==> config.mk <==
export PLATFORM = sky130hd
export DESIGN_NAME = seq_pattern_detector
export DESIGN_NICKNAME = d
export VERILOG_FILES = /design/src/rtl/seq_pattern_detector_pkg.sv /design/src/rtl/seq_pattern_detector_shift_hist.sv /design/src/rtl/seq_pattern_detector.sv
export SDC_FILE = /design/constraint.sdc
export NUM_CORES = 1
export LEC_CHECK = 0
export BUFFER_PORTS_ARGS = -buffer_cell sky130_fd_sc_hd__buf_2
export CAP_MARGIN = 0
export CORE_ASPECT_RATIO = 0.7
export CORE_MARGIN = 10
export CORE_UTILIZATION = 60
export CTS_CLUSTER_SIZE = 24
export DETAILED_ROUTE_END_ITERATION = 10
export PLACE_DENSITY = 0.9
export SYNTH_ARGS = -nofsm -noshare
export SYNTH_HDL_FRONTEND = slang
export SYNTH_SLANG_ARGS = --single-unit
==> constraint.sdc <==
create_clock -name clk -period 3.68 [get_ports clk]
set_input_delay 0.736 -clock clk [delete_from_list [all_inputs] [get_ports clk]]
set_output_delay 0.736 -clock clk [all_outputs]
set_load 0.05 [all_outputs]
==> src/rtl/seq_pattern_detector_pkg.sv <==
// -----------------------------------------------------------------------------
// seq_pattern_detector_pkg
// Shared widths, reset defaults and the configuration record for the serial
// pattern detector.
//
// The configuration struct is sized for the largest supported pattern
// (PAT_MAX bits). A detector built with a smaller PAT_W uses only the low bits
// of each field. The unused upper bits are tied to zero.
//
// Optional feature macro: PATTERN_DETECTOR_MASK_EN adds a don't-care mask
// field to the configuration record.
// -----------------------------------------------------------------------------
package seq_pattern_detector_pkg;

    localparam int PAT_MAX   = 32;   // largest PAT_W the config record holds
    localparam int LEN_MAX_W = 6;    // $clog2(PAT_MAX+1)

    localparam logic [7:0] DEF_RST_PAT = 8'b0001_1010;
    localparam int         DEF_RST_LEN = 5;

    // Width of a length value able to hold 0..pat_w.
    function automatic int len_width(input int pat_w);
        return $clog2(pat_w + 1);
    endfunction

    // Width of the fill counter, which also counts 0..pat_w.
    function automatic int fill_width(input int pat_w);
        return $clog2(pat_w + 1);
    endfunction

    typedef struct packed {
        logic [PAT_MAX-1:0]   pattern;
        logic [LEN_MAX_W-1:0] len;
        logic                 overlap;
`ifdef PATTERN_DETECTOR_MASK_EN
        logic [PAT_MAX-1:0]   mask;
`endif
    } pd_cfg_t;

endpackage

==> src/rtl/seq_pattern_detector_shift_hist.sv <==
// -----------------------------------------------------------------------------
// pd_shift_hist
// Serial history register and fill counter for the pattern detector.
//
// Ports:
//   clk      in   clock, rising edge
//   rst      in   asynchronous active-high reset
//   sample_i in   accept bit_i this cycle
//   bit_i    in   incoming serial bit
//   clear_i  in   empty the history and fill counter (wins over sample_i)
//   cand_o   out  {history, bit_i}: the window the compare looks at
//   fill_o   out  number of valid history bits, saturating at PAT_W
// -----------------------------------------------------------------------------
module pd_shift_hist
    import seq_pattern_detector_pkg::*;
#(
    parameter int PAT_W = 8
) (
    input  logic                         clk,
    input  logic                         rst,
    input  logic                         sample_i,
    input  logic                         bit_i,
    input  logic                         clear_i,
    output logic [PAT_W-1:0]             cand_o,
    output logic [fill_width(PAT_W)-1:0] fill_o
);

    localparam int FILL_W = fill_width(PAT_W);

    // Only PAT_W-1 bits of history are kept: the oldest bit of the candidate
    // would shift out on the next sample and is never compared again.
    logic [PAT_W-2:0]  hist_q, hist_d;
    logic [FILL_W-1:0] fill_q, fill_d;

    assign cand_o = {hist_q, bit_i};
    assign fill_o = fill_q;

    always_comb begin
        hist_d = hist_q;
        fill_d = fill_q;
        if (clear_i) begin
            hist_d = '0;
            fill_d = '0;
        end else if (sample_i) begin
            hist_d = cand_o[PAT_W-2:0];
            if (fill_q != FILL_W'(PAT_W)) begin
                fill_d = fill_q + 1'b1;
            end
        end
    end

    always_ff @(posedge clk or posedge rst) begin
        if (rst) begin
            hist_q <= '0;
            fill_q <= '0;
        end else begin
            hist_q <= hist_d;
            fill_q <= fill_d;
        end
    end

endmodule

==> src/rtl/seq_pattern_detector.sv <==
// -----------------------------------------------------------------------------
// seq_pattern_detector
// Serial bit-pattern detector. One bit is sampled per cycle with stream_valid
// high. pattern_found pulses one cycle after the edge that samples the last
// bit of a match against the programmed pattern (bit 0 = newest bit).
//
// Ports:
//   clk           in   clock, rising edge
//   rst           in   asynchronous active-high reset
//   stream_in     in   serial data bit
//   stream_valid  in   qualifies stream_in
//   cfg_load      in   strobe: latch cfg_pattern/cfg_len/cfg_overlap
//                      (and cfg_mask), clear history; same-cycle bit dropped
//   cfg_pattern   in   pattern, bit 0 is the last-received bit
//   cfg_len       in   active length; 0 or > PAT_W is clamped to PAT_W
//   cfg_overlap   in   1 = overlapping matches allowed
//   cfg_mask      in   (PATTERN_DETECTOR_MASK_EN only) 1 = don't-care position
//   clear_count   in   synchronous clear of hit_count, beats a same-cycle hit
//   pattern_found out  registered one-cycle match pulse
//   hit_count     out  saturating match counter
//   busy_fill     out  number of valid history bits (debug)
//
// Optional feature macro: PATTERN_DETECTOR_MASK_EN
// -----------------------------------------------------------------------------
module seq_pattern_detector
    import seq_pattern_detector_pkg::*;
#(
    parameter int               PAT_W   = 8,
    parameter int               CNT_W   = 16,
    parameter logic [PAT_W-1:0] RST_PAT = PAT_W'(DEF_RST_PAT),
    parameter int               RST_LEN = DEF_RST_LEN,
    parameter logic             RST_OVL = 1'b1
) (
    input  logic                        clk,
    input  logic                        rst,
    input  logic                        stream_in,
    input  logic                        stream_valid,
    input  logic                        cfg_load,
    input  logic [PAT_W-1:0]            cfg_pattern,
    input  logic [len_width(PAT_W)-1:0] cfg_len,
    input  logic                        cfg_overlap,
`ifdef PATTERN_DETECTOR_MASK_EN
    input  logic [PAT_W-1:0]            cfg_mask,
`endif
    input  logic                        clear_count,
    output logic                        pattern_found,
    output logic [CNT_W-1:0]            hit_count,
    output logic [len_width(PAT_W)-1:0] busy_fill
);

    localparam int LEN_W  = len_width(PAT_W);
    localparam int FILL_W = fill_width(PAT_W);

    function automatic pd_cfg_t reset_cfg();
        pd_cfg_t c;
        c         = '0;
        c.pattern = PAT_MAX'(RST_PAT);
        c.len     = LEN_MAX_W'(RST_LEN);
        c.overlap = RST_OVL;
        return c;
    endfunction

    localparam pd_cfg_t RST_CFG = reset_cfg();

    pd_cfg_t           cfg_q, cfg_d;
    logic              found_q, found_d;
    logic [CNT_W-1:0]  cnt_q, cnt_d;

    logic [PAT_W-1:0]  cand;
    logic [FILL_W-1:0] fill;
    logic [PAT_W-1:0]  pat;
    logic [LEN_W-1:0]  len;
    logic [PAT_W-1:0]  len_mask;
    logic [PAT_W-1:0]  care_mask;
    logic [LEN_W:0]    fill_p1;
    logic              sample;
    logic              match;
    logic              hit;
    logic              hist_clear;
    logic              cfg_unused;

    // ---------------------------------------------------------------- config
    always_comb begin
        cfg_d = cfg_q;
        if (cfg_load) begin
            cfg_d         = '0;
            cfg_d.pattern = PAT_MAX'(cfg_pattern);
            cfg_d.len     = ((cfg_len == '0) || (cfg_len > LEN_W'(PAT_W)))
                            ? LEN_MAX_W'(PAT_W) : LEN_MAX_W'(cfg_len);
            cfg_d.overlap = cfg_overlap;
`ifdef PATTERN_DETECTOR_MASK_EN
            cfg_d.mask    = PAT_MAX'(cfg_mask);
`endif
        end
    end

    assign pat = cfg_q.pattern[PAT_W-1:0];
    assign len = cfg_q.len[LEN_W-1:0];

    // Upper bits of the record are constant zero for PAT_W < PAT_MAX.
    assign cfg_unused = ^cfg_q;

    // --------------------------------------------------------------- history
    // A load cycle never samples: the bit presented with cfg_load is dropped.
    assign sample = stream_valid & ~cfg_load;

    // Non-overlap mode restarts from an empty history after every match.
    assign hist_clear = cfg_load | (hit & ~cfg_q.overlap);

    pd_shift_hist #(
        .PAT_W (PAT_W)
    ) u_hist (
        .clk      (clk),
        .rst      (rst),
        .sample_i (sample),
        .bit_i    (stream_in),
        .clear_i  (hist_clear),
        .cand_o   (cand),
        .fill_o   (fill)
    );

    // --------------------------------------------------------------- compare
    always_comb begin
        len_mask = '0;
        for (int i = 0; i < PAT_W; i++) begin
            if (i < int'(len)) begin
                len_mask[i] = 1'b1;
            end
        end
    end

`ifdef PATTERN_DETECTOR_MASK_EN
    assign care_mask = len_mask & ~cfg_q.mask[PAT_W-1:0];
`else
    assign care_mask = len_mask;
`endif

    // The candidate holds fill history bits plus the incoming one.
    assign fill_p1 = {1'b0, fill} + {{LEN_W{1'b0}}, 1'b1};
    assign match   = (fill_p1 >= {1'b0, len}) && (((cand ^ pat) & care_mask) == '0);
    assign hit     = sample & match;

    // ----------------------------------------------------------- pulse/count
    assign found_d = hit;

    always_comb begin
        cnt_d = cnt_q;
        if (clear_count) begin
            cnt_d = '0;
        end else if (hit && (cnt_q != '1)) begin
            cnt_d = cnt_q + 1'b1;
        end
    end

    always_ff @(posedge clk or posedge rst) begin
        if (rst) begin
            cfg_q   <= RST_CFG;
            found_q <= 1'b0;
            cnt_q   <= '0;
        end else begin
            cfg_q   <= cfg_d;
            found_q <= found_d;
            cnt_q   <= cnt_d;
        end
    end

    assign pattern_found = found_q;
    assign hit_count     = cnt_q;
    assign busy_fill     = fill;

endmodule

==> results.yml, run 1 <==
run_status:
  status: "finished clean"
logic_synthesis:
  yosys-top-cells-count: "35 x sky130_fd_sc_hd__dfrtp_1, 29 x sky130_fd_sc_hd__nor2_1, 16 x sky130_fd_sc_hd__mux2_2, 13 x sky130_fd_sc_hd__nor2b_1"
  synth-edff-count: 0
  post_synth_num_cell_types: 43
  synth.cell_area_um2: 2410
  ys_warn_count: 0
  yosys-top-cells-area: "sky130_fd_sc_hd__dfrtp_1 36%, sky130_fd_sc_hd__mux2_2 7.5%, sky130_fd_sc_hd__dfstp_2 6.5%"
  postSynthCellCount: 230
  yosysTopAreaCellShare_pct: 36.4
  yosys.area.top_type: "sky130_fd_sc_hd__dfrtp_1"
  post-synth-top-count-cell: "sky130_fd_sc_hd__dfrtp_1"
  synthFlopType: "sky130_fd_sc_hd__dfrtp_1"
  ffs_latches_synth: 41
  async_reset_ff_share_pct: 100
  synthesis.nets: 256
  synth_area_per_cell_um2: 10.5
  synth_sequential_area_ratio_pct: 42.9
grt:
  track_usage_pct: 16.9
  wire_length_of_the_first_global_routing_pass_um: 9340
  pin_count_of_the_biggest_net_entering_global_routing: 32
  top_usage_layer: "met2"
  grtUsageMet2_pct: 24.9
  grt.met1_usage_pct: 22.5
  grt_pass1_vias: 1902
  grt_util_met3_pct: 6.17
  initial_antenna_violation_count: 0
  global_route.overflow_total: 0
cts:
  postCtsResizedCells: 0
  cts_buffer_depth: 2
  clkLatencyLatePin_ps: 310
  clock_tree.htree_level_count: 2
  worst_setup_hold_path_clk_slew_ps: 90
  root_buffer: "sky130_fd_sc_hd__clkbuf_8"
  tritoncts: "built"
  cts_inserted_buffers: 5
  clock-sinks: 41
  cts_hold_buffers: 0
  post_cts_buffers: 0
layout:
  multi_input_comb_area_um2: 1280
  flow.area_growth_from_synthesis_pct: 14.5
  layout_cells_sized_above_1_pct: 30.3
  antenna_cells_inserted: 0
  seqCellArea_um2: 1030
  layout.nets: 292
  layout.filler_cells: 271
timing:
  layout_min_cycle_time_ps: 2890
  setup_viol: 0
  final-hold-violation-count: 0
  setup_total_negative_slack_ps: 0
  unrepaired_setup_endpoints_after_global_routing: "no"
  clock.fmax_mhz: 346
  period_share_pct: 78.6
  drv_slew: 0
  skew_ps: 10.4
  hold-worst-slack_ps: 547
  timing.slew.headroom_pct: 43.0
  timing_worst_slew_pin_value_ps: 849
route:
  route.vias.total: 1910
  post_route_ant_nets: 0
  detail_route.wl_per_cell_um: 18.0
  first_pass_iters: 4
  route.final.wire_length_um: 5730
  via_per_inst: 5.99
  route.detailed.drc: 0
  first_iter_violations: 229
die:
  core_um2: 3900
  floorplan.rows: 19
  io-pin-count: 40
  die_area_um2: 6990
  chipHeight_um: 73.0
  die_x_um: 95.7
  initial_core_util_pct: 61.7
power:
  power.density_cell_area_nw_per_um2: 398
  irDropWorstVdd_mv: 0.369
  power_leakage_uw: 0.00124
critical_path:
  worst_r2r_startpoint: "cfg_q[3]"
  critical-path-slowest-cell: "sky130_fd_sc_hd__o31ai_2"
  crit_arrival_ps: 3040
  cell_by_cell_listing_of_the_critical_path: "nor4b_2 > o221ai_1 > a2111o_1 > o31ai_2 > a21oi_1"
  timing.critical_path.required_ps: 3830
  timing.rr.end: "u_hist.fill_o[2]"
  cp_max_fo: 18
  rr_worst_depth: 5
  reg2reg_slack_ps: 790
  timing_worst_setup_path_type: "reg2reg"
  cpPeakStageDelay_ps: 830
  worst_setup_end_kind: "flop"
  cp-start-kind: "flop"
placed_design:
  detailed_place_hpwl_um: 4070
  count_of_input_and_output_buffers: 39
  gp_congestion: 0.912
run:
  timing.max_cap.violations: 0
worst_hold_path:
  hold_end: "cfg_q[1]"
  hold_path_startpoint: "cfg_q[1]"
  hold-path-cell-count: 1
  holdCritPathClass: "reg2reg"
stage by stage:
step / total power, uW / instance area, um2 / utilization [%] / instances / setup slack (ps)
detailed placement: 667 / 2620 / 67.3 / 311 / 665
CTS: 1100 / 2760 / 70.7 / 319 / 844
global route: 1140 / 2760 / 70.7 / 319 / 629
global placement: 658 / 2620 / 67.3 / 311 / 807
finish: 1100 / 2760 / 70.7 / 319 / 788
floorplan: 628 / 2410 / - / 230 / 900
critical path: cells and delay by family, from the launching register on:
kind               cells  cell delay [ps]
AOI/OAI and AO/OA      4             1880
DFF                    1              610
and+or+nand+nor        1              220
cell usage in the layout (no fill, tap or decap), types with 3 or more instances in the layout:
cell                       instances
sky130_fd_sc_hd__nor2b_1          13
sky130_fd_sc_hd__nand2b_1          5
sky130_fd_sc_hd__mux2i_1           9
sky130_fd_sc_hd__nor4_4            3
sky130_fd_sc_hd__nor2_1           29
sky130_fd_sc_hd__nand4_1           4
sky130_fd_sc_hd__ha_1              7
sky130_fd_sc_hd__nor4_2            5
sky130_fd_sc_hd__nand2_1           8
sky130_fd_sc_hd__mux2_1            7
sky130_fd_sc_hd__nor4_1            5
sky130_fd_sc_hd__dfrtp_1          35
sky130_fd_sc_hd__o22ai_1           4
sky130_fd_sc_hd__xnor2_1          10
sky130_fd_sc_hd__nand3_1           8
sky130_fd_sc_hd__inv_1            10
sky130_fd_sc_hd__a21oi_1           3
sky130_fd_sc_hd__mux2_2           16
sky130_fd_sc_hd__o21ai_0           4
sky130_fd_sc_hd__nor3_1            4
sky130_fd_sc_hd__clkbuf_8          5
sky130_fd_sc_hd__buf_2            39
sky130_fd_sc_hd__dfstp_2           6
cell type report:
class,instances,share of cell area (%)
clock buffer,5,2.50
multi-input combinational,167,46.3
timing repair buffer,41,7.63
inverter,10,1.36
tap,52,2.36
clock inverter,3,2.36
sequential,41,37.5
metal layers:
| metal | part of all wire, % | vias to the layer above |
|---|---|---|
| li1 | - | 887 |
| met1 | 45 | 929 |
| met2 | 45 | 85 |
| met3 | 8.2 | 9 |
| met4 | 1.4 | 0 |
| met5 | 0 | - |
where the power goes:
part,internal (uW),switching [uW],leakage (uW),total [uW]
Combinational,58.6,105,0.000637,164
Sequential,474,23.1,0.000534,497
Clock,270,168,0.0000681,437
Total,802,296,0.00124,1100
worst max-delay path by stage:
stage / to / from / cells past startpoint
global route: u_hist.hist_q[4] / cfg_q[3] / 5
global placement: u_hist.fill_o[0] / stream_valid / 6
CTS: u_hist.hist_q[4] / cfg_q[3] / 5
detailed placement: u_hist.hist_q[4] / stream_valid / 6
floorplan: hit_count[11] / u_hist.fill_o[0] / 9
finish: u_hist.fill_o[2] / cfg_q[3] / 5
cell families after synthesis:
group	synth area share, %
mux	14.5
fa+ha+maj	3.64
flops	42.9
xor+xnor	4.00
compound gates	6.08
simple gates	24.5
buf+inv	4.31
registers in the layout, indices dropped and copies added (netlist names):
signal / count
cfg_q: 13
hit_count: 16
pattern_found: 1
u_hist.fill_o: 4
u_hist.hist_q: 7
Note: power is estimated with default switching activity, not from simulation.
==> run 2: changes to the inputs <==
- CORE_UTILIZATION: 60 -> 56
- PLACE_DENSITY: 0.9 -> 0.85
- clock period: 3.68 -> 2.9 ns (I/O delays scaled with it)
==> run 2 against run 1 <==
Compared with the run above: combinational power up 30%; sequential cell count unchanged; fmax up 5.3%; non-clock buffer count up 3; cell count up 0.94%; total power up 27%; setup slack worse by 630 ps; sequential power up 27%; hold slack worse by 160 ps; sequential share of layout area down 0.47 points; critical path depth up 2; utilization down 1.6 points.
==> results.yml, run 2 (synthesized netlist as in run 1, its figures left out) <==
timing:
  drv_slew: 0
  unrepaired_setup_endpoints_after_global_routing: "no"
  layout_min_cycle_time_ps: 2750
  timing.slew.headroom_pct: 39.0
  period_share_pct: 94.7
  clock.fmax_mhz: 364
  timing_worst_slew_pin_value_ps: 915
  final-hold-violation-count: 0
  setup_viol: 0
  hold-worst-slack_ps: 387
  skew_ps: 9.80
  setup_total_negative_slack_ps: 0
grt:
  pin_count_of_the_biggest_net_entering_global_routing: 42
  global_route.overflow_total: 0
  wire_length_of_the_first_global_routing_pass_um: 8980
  track_usage_pct: 14.8
  initial_antenna_violation_count: 0
  grt_pass1_vias: 1879
cts:
  worst_setup_hold_path_clk_slew_ps: 90
  cts_buffer_depth: 2
  clock_tree.htree_level_count: 2
  tritoncts: "built"
  clock-sinks: 41
  root_buffer: "sky130_fd_sc_hd__clkbuf_8"
  post_cts_buffers: 0
  clkLatencyLatePin_ps: 300
  cts_inserted_buffers: 5
  cts_hold_buffers: 0
layout:
  layout.filler_cells: 303
  largest_register_ff_count: 16
  final_cell_mix: "39 x sky130_fd_sc_hd__buf_2, 35 x sky130_fd_sc_hd__dfrtp_1, 29 x sky130_fd_sc_hd__nor2_1"
  layout.nets: 295
  final_util_pct: 69.1
  flow.area_growth_from_synthesis_pct: 16.0
  layout_cells_sized_above_1_pct: 31.1
  antenna_cells_inserted: 0
  layout_commonest_cell: "sky130_fd_sc_hd__buf_2"
route:
  via_per_inst: 5.87
  first_iter_violations: 213
  route.detailed.drc: 0
  detail_route.wl_per_cell_um: 16.8
  first_pass_iters: 4
  route.final.wire_length_um: 5420
  post_route_ant_nets: 0
  route.vias.total: 1890
critical_path:
  worst_setup_end_kind: "flop"
  timing.critical_path.required_ps: 3090
  timing_worst_setup_path_type: "reg2reg"
  worst_r2r_startpoint: "u_hist.fill_o[0]"
  cp_max_fo: 18
  crit_arrival_ps: 2940
  reg2reg_slack_ps: 150
  crit_path_start: "u_hist.fill_o[0]"
  cp-start-kind: "flop"
power:
  sequentialPowerShare_pct: 44.9
  swShare_pct: 26.8
  clockPowerShare_pct: 39.8
  irDropWorstVdd_mv: 0.353
  power.density_cell_area_nw_per_um2: 502
  internal_power_contribution_uw: 1030
  power.share.combinational_pct: 15.3
  power.net_switching_uw: 375
  power_leakage_uw: 0.00125
die:
  chipHeight_um: 74.9
  core_um2: 4040
  die_x_um: 98.4
  floorplan.rows: 19
  initial_core_util_pct: 59.6
  io-pin-count: 40
  die_area_um2: 7360
run_status:
  status: "finished clean"
placed_design:
  gp_congestion: 0.812
  detailed_place_hpwl_um: 3950
  count_of_input_and_output_buffers: 39
run:
  timing.max_cap.violations: 0
worst_hold_path:
  holdCritPathClass: "in2async"
## run 2: cell types whose count changed in the layout (fill, tap and decap cells not counted), sizes merged
cell	delta
buf	+3
clkinv	-1
inv	+1
## run 2: cell type report
class                   count  area (um2)  area share, %
clock buffers               5        68.8           2.47
clock inverters             3        68.8           2.47
inverters                  10        37.5           1.34
multi-input cells         167        1280           46.0
flip-flops and latches     41        1030           37.0
well taps                  52        65.1           2.33
repair buffers             44         233           8.34
## run 2: per-stage QoR
step / std cells / setup slack (ps) / power, uW / cell area (um2)
after global placement: 314 / 290 / 839 / 2650
after CTS: 322 / 127 / 1400 / 2780
after detailed placement: 314 / 153 / 850 / 2650
after global routing: 322 / 24.6 / 1450 / 2790
final: 322 / 154 / 1400 / 2790
after floorplan: 230 / 120 / 797 / 2410
## run 2: final timing paths
check	cells past startpoint	endpoint
max	7	hit_count[0]
min	3	hit_count[3]
max reg2reg	7	hit_count[0]
min reg2reg	1	cfg_q[1]
max in group asynchronous	3	cfg_q[0]
min in group clk	2	cfg_q[1]
## run 2: critical path, stage by stage (launching register included)
cell                       delay, ps
sky130_fd_sc_hd__dfrtp_1         420
sky130_fd_sc_hd__inv_1           100
sky130_fd_sc_hd__ha_1            330
sky130_fd_sc_hd__ha_1            280
sky130_fd_sc_hd__a211oi_1        220
sky130_fd_sc_hd__o21a_1          770
sky130_fd_sc_hd__nor3_1          200
sky130_fd_sc_hd__mux2_2          320
## run 2: power groups by stage
| stage | Combinational, uW | Clock (uW) | Sequential, uW |
|---|---|---|---|
| floorplan | 145 | 0 | 652 |
| global placement | 202 | 0 | 637 |
| detailed placement | 211 | 0 | 639 |
| CTS | 213 | 560 | 628 |
| global route | 237 | 585 | 633 |
| finish | 214 | 557 | 629 |
## run 2: what timing repair did
action	in CTS	in global routing
resized for setup	0	1
endpoints found under the hold margin	0	0
setup endpoints to repair	0	11
## run 2: routing by layer
| layer | GRT usage (%) | wire length (um) | part of all wire (%) |
|---|---|---|---|
| met5 | 0 | 0 | 0 |
| met1 | 19.8 | 2600 | 48 |
| met3 | 5.03 | 338 | 6.2 |
| met4 | 5.07 | 87 | 1.6 |
| met2 | 22.1 | 2390 | 44 |
==> run 3: changes to the inputs <==
- CORE_UTILIZATION: 56 -> 28
- PLACE_DENSITY: 0.85 -> 0.51
==> run 3 against run 2 <==
Compared with the run above: global-route usage fell by 5.7 points; register-to-register slack improved by 130 ps; combinational power rose by 6%; via count fell by 4.9%; wire length rose by 4.1%; total power rose by 13%; clock skew fell by 5.7 ps; sequential share of layout area fell by 1.7 points; die area rose by 73%; fmax rose by 5.1%; sequential cell count did not move; critical endpoint is now u_hist.hist_q[1]; critical path depth rose by 1.
==> results.yml, run 3 (synthesized netlist as in run 1, its figures left out) <==
run_status:
  status: "finished clean"
layout:
  antenna_cells_inserted: 0
  layout.nets: 297
  layout_commonest_cell: "sky130_fd_sc_hd__buf_2"
  flow.area_growth_from_synthesis_pct: 21.7
  final_cell_mix: "39 x sky130_fd_sc_hd__buf_2, 35 x sky130_fd_sc_hd__dfrtp_1, 29 x sky130_fd_sc_hd__nor2_1"
  largest_register_ff_count: 16
  layout_cells_sized_above_1_pct: 31.6
  layout.filler_cells: 874
timing:
  period_share_pct: 90.1
  timing.slew.headroom_pct: 36.4
  unrepaired_setup_endpoints_after_global_routing: "no"
  skew_ps: 4.12
  final-hold-violation-count: 0
  setup_viol: 0
  timing_worst_slew_pin_value_ps: 949
  layout_min_cycle_time_ps: 2610
  hold-worst-slack_ps: 419
  clock.fmax_mhz: 383
  setup_total_negative_slack_ps: 0
  drv_slew: 0
power:
  power.net_switching_uw: 394
  swShare_pct: 24.9
  sequentialPowerShare_pct: 39.8
  power_leakage_uw: 0.00129
  clockPowerShare_pct: 45.9
  power.share.combinational_pct: 14.3
  power.density_cell_area_nw_per_um2: 540
  internal_power_contribution_uw: 1190
  irDropWorstVdd_mv: 0.302
cts:
  root_buffer: "sky130_fd_sc_hd__clkbuf_16"
  cts_hold_buffers: 0
  cts_buffer_depth: 2
  tritoncts: "built"
  clkLatencyLatePin_ps: 280
  post_cts_buffers: 0
  clock-sinks: 41
  clock_tree.htree_level_count: 2
  worst_setup_hold_path_clk_slew_ps: 60
  cts_inserted_buffers: 5
  postCtsResizedCells: 0
placed_design:
  count_of_input_and_output_buffers: 39
  gp_congestion: 0.784
  detailed_place_hpwl_um: 4270
critical_path:
  category_of_cells_accounting_for_the_largest_share_of_critical_path_delay: "compound AO/OA/AOI/OAI gates"
  worstPathBufferInverterCount: 1
  critical-path-slowest-cell: "sky130_fd_sc_hd__o31ai_2"
  cp-start-kind: "flop"
  timing_worst_setup_path_type: "reg2reg"
  worst_setup_end_kind: "flop"
  crit_path_start: "u_hist.fill_o[0]"
  timing.rr.end: "u_hist.hist_q[1]"
  cell_by_cell_listing_of_the_critical_path: "ha_1 > xor2_1 > ha_1 > o21ai_0 > o21a_1 > buf_12 > o31ai_2 > nor2_1"
  cpPeakStageDelay_ps: 760
  crit_arrival_ps: 2740
  crit_path_end: "u_hist.hist_q[1]"
  rr_worst_depth: 8
  worst_r2r_startpoint: "u_hist.fill_o[0]"
  reg2reg_slack_ps: 290
  cp_max_fo: 18
  timing.critical_path.required_ps: 3030
  path_depth: 8
  crit_path_frequent_cell: "sky130_fd_sc_hd__ha_1"
route:
  first_iter_violations: 138
  via_per_inst: 4.77
  post_route_ant_nets: 0
  first_pass_iters: 4
  route.detailed.drc: 0
  detail_route.wl_per_cell_um: 15.0
  route.final.wire_length_um: 5640
  route.vias.total: 1798
die:
  chipHeight_um: 97.6
  initial_core_util_pct: 28.6
  core_um2: 8410
  floorplan.rows: 28
  die_area_um2: 12800
  io-pin-count: 40
  die_x_um: 131
run:
  timing.max_cap.violations: 0
worst_hold_path:
  holdCritPathClass: "in2async"
grt:
  track_usage_pct: 9.17
  wire_length_of_the_first_global_routing_pass_um: 9490
  pin_count_of_the_biggest_net_entering_global_routing: 42
  initial_antenna_violation_count: 0
  global_route.overflow_total: 0
  grt_pass1_vias: 1879
==> run 3: metrics by stage <==
stage / power (uW) / instance area (um2) / setup WS [ps] / utilization [%] / cells
after global routing: 1650 / 2930 / 13.9 / 34.8 / 377
after CTS: 1600 / 2930 / 236 / 34.8 / 377
after global placement: 867 / 2740 / 299 / 32.6 / 369
final: 1580 / 2930 / 288 / 34.8 / 377
after detailed placement: 871 / 2740 / 246 / 32.6 / 369
after floorplan: 797 / 2410 / 120 / - / 230
==> run 3: power groups by stage <==
stage                     Clock (uW)  Sequential, uW  Combinational, uW
after floorplan                    0             652                145
after global placement             0             639                227
after detailed placement           0             640                231
after CTS                        743             630                232
after global routing             768             633                253
final                            725             629                227
==> run 3: how the worst min path moves through the flow <==
stage          startpoint           end  slack (ps)  cells after the start
5_1_grt        cfg_len[3]      cfg_q[1]         480                      2
3_3_place_gp     cfg_q[1]      cfg_q[1]         510                      1
6_report              rst      cfg_q[7]         420                      3
2_1_floorplan    cfg_q[1]      cfg_q[1]         490                      1
3_5_place_dp     cfg_q[1]      cfg_q[1]         510                      1
4_1_cts               rst  hit_count[3]         450                      3
==> run 3: area by class of cell <==
class                      count  area (um2)  area share, %
multi-input combinational    167        1280           43.6
sequential                    41        1030           35.3
inverter                      10        37.5           1.28
clock buffer                   5         125           4.27
clock inverter                 3        65.1           2.22
timing repair buffer          46         260           8.89
tap                          105         131           4.49
==> run 3: layer usage <==
metal  track usage (%)  wire, um
met1              13.4      3000
met2              12.3      2330
met3              2.34       250
met4              3.41        62
met5                 0         0
==> run 3: worst min-delay path: cells and delay by family <==
kind / cells / cell delay [ps]
buffers and inverters: 3 / 570
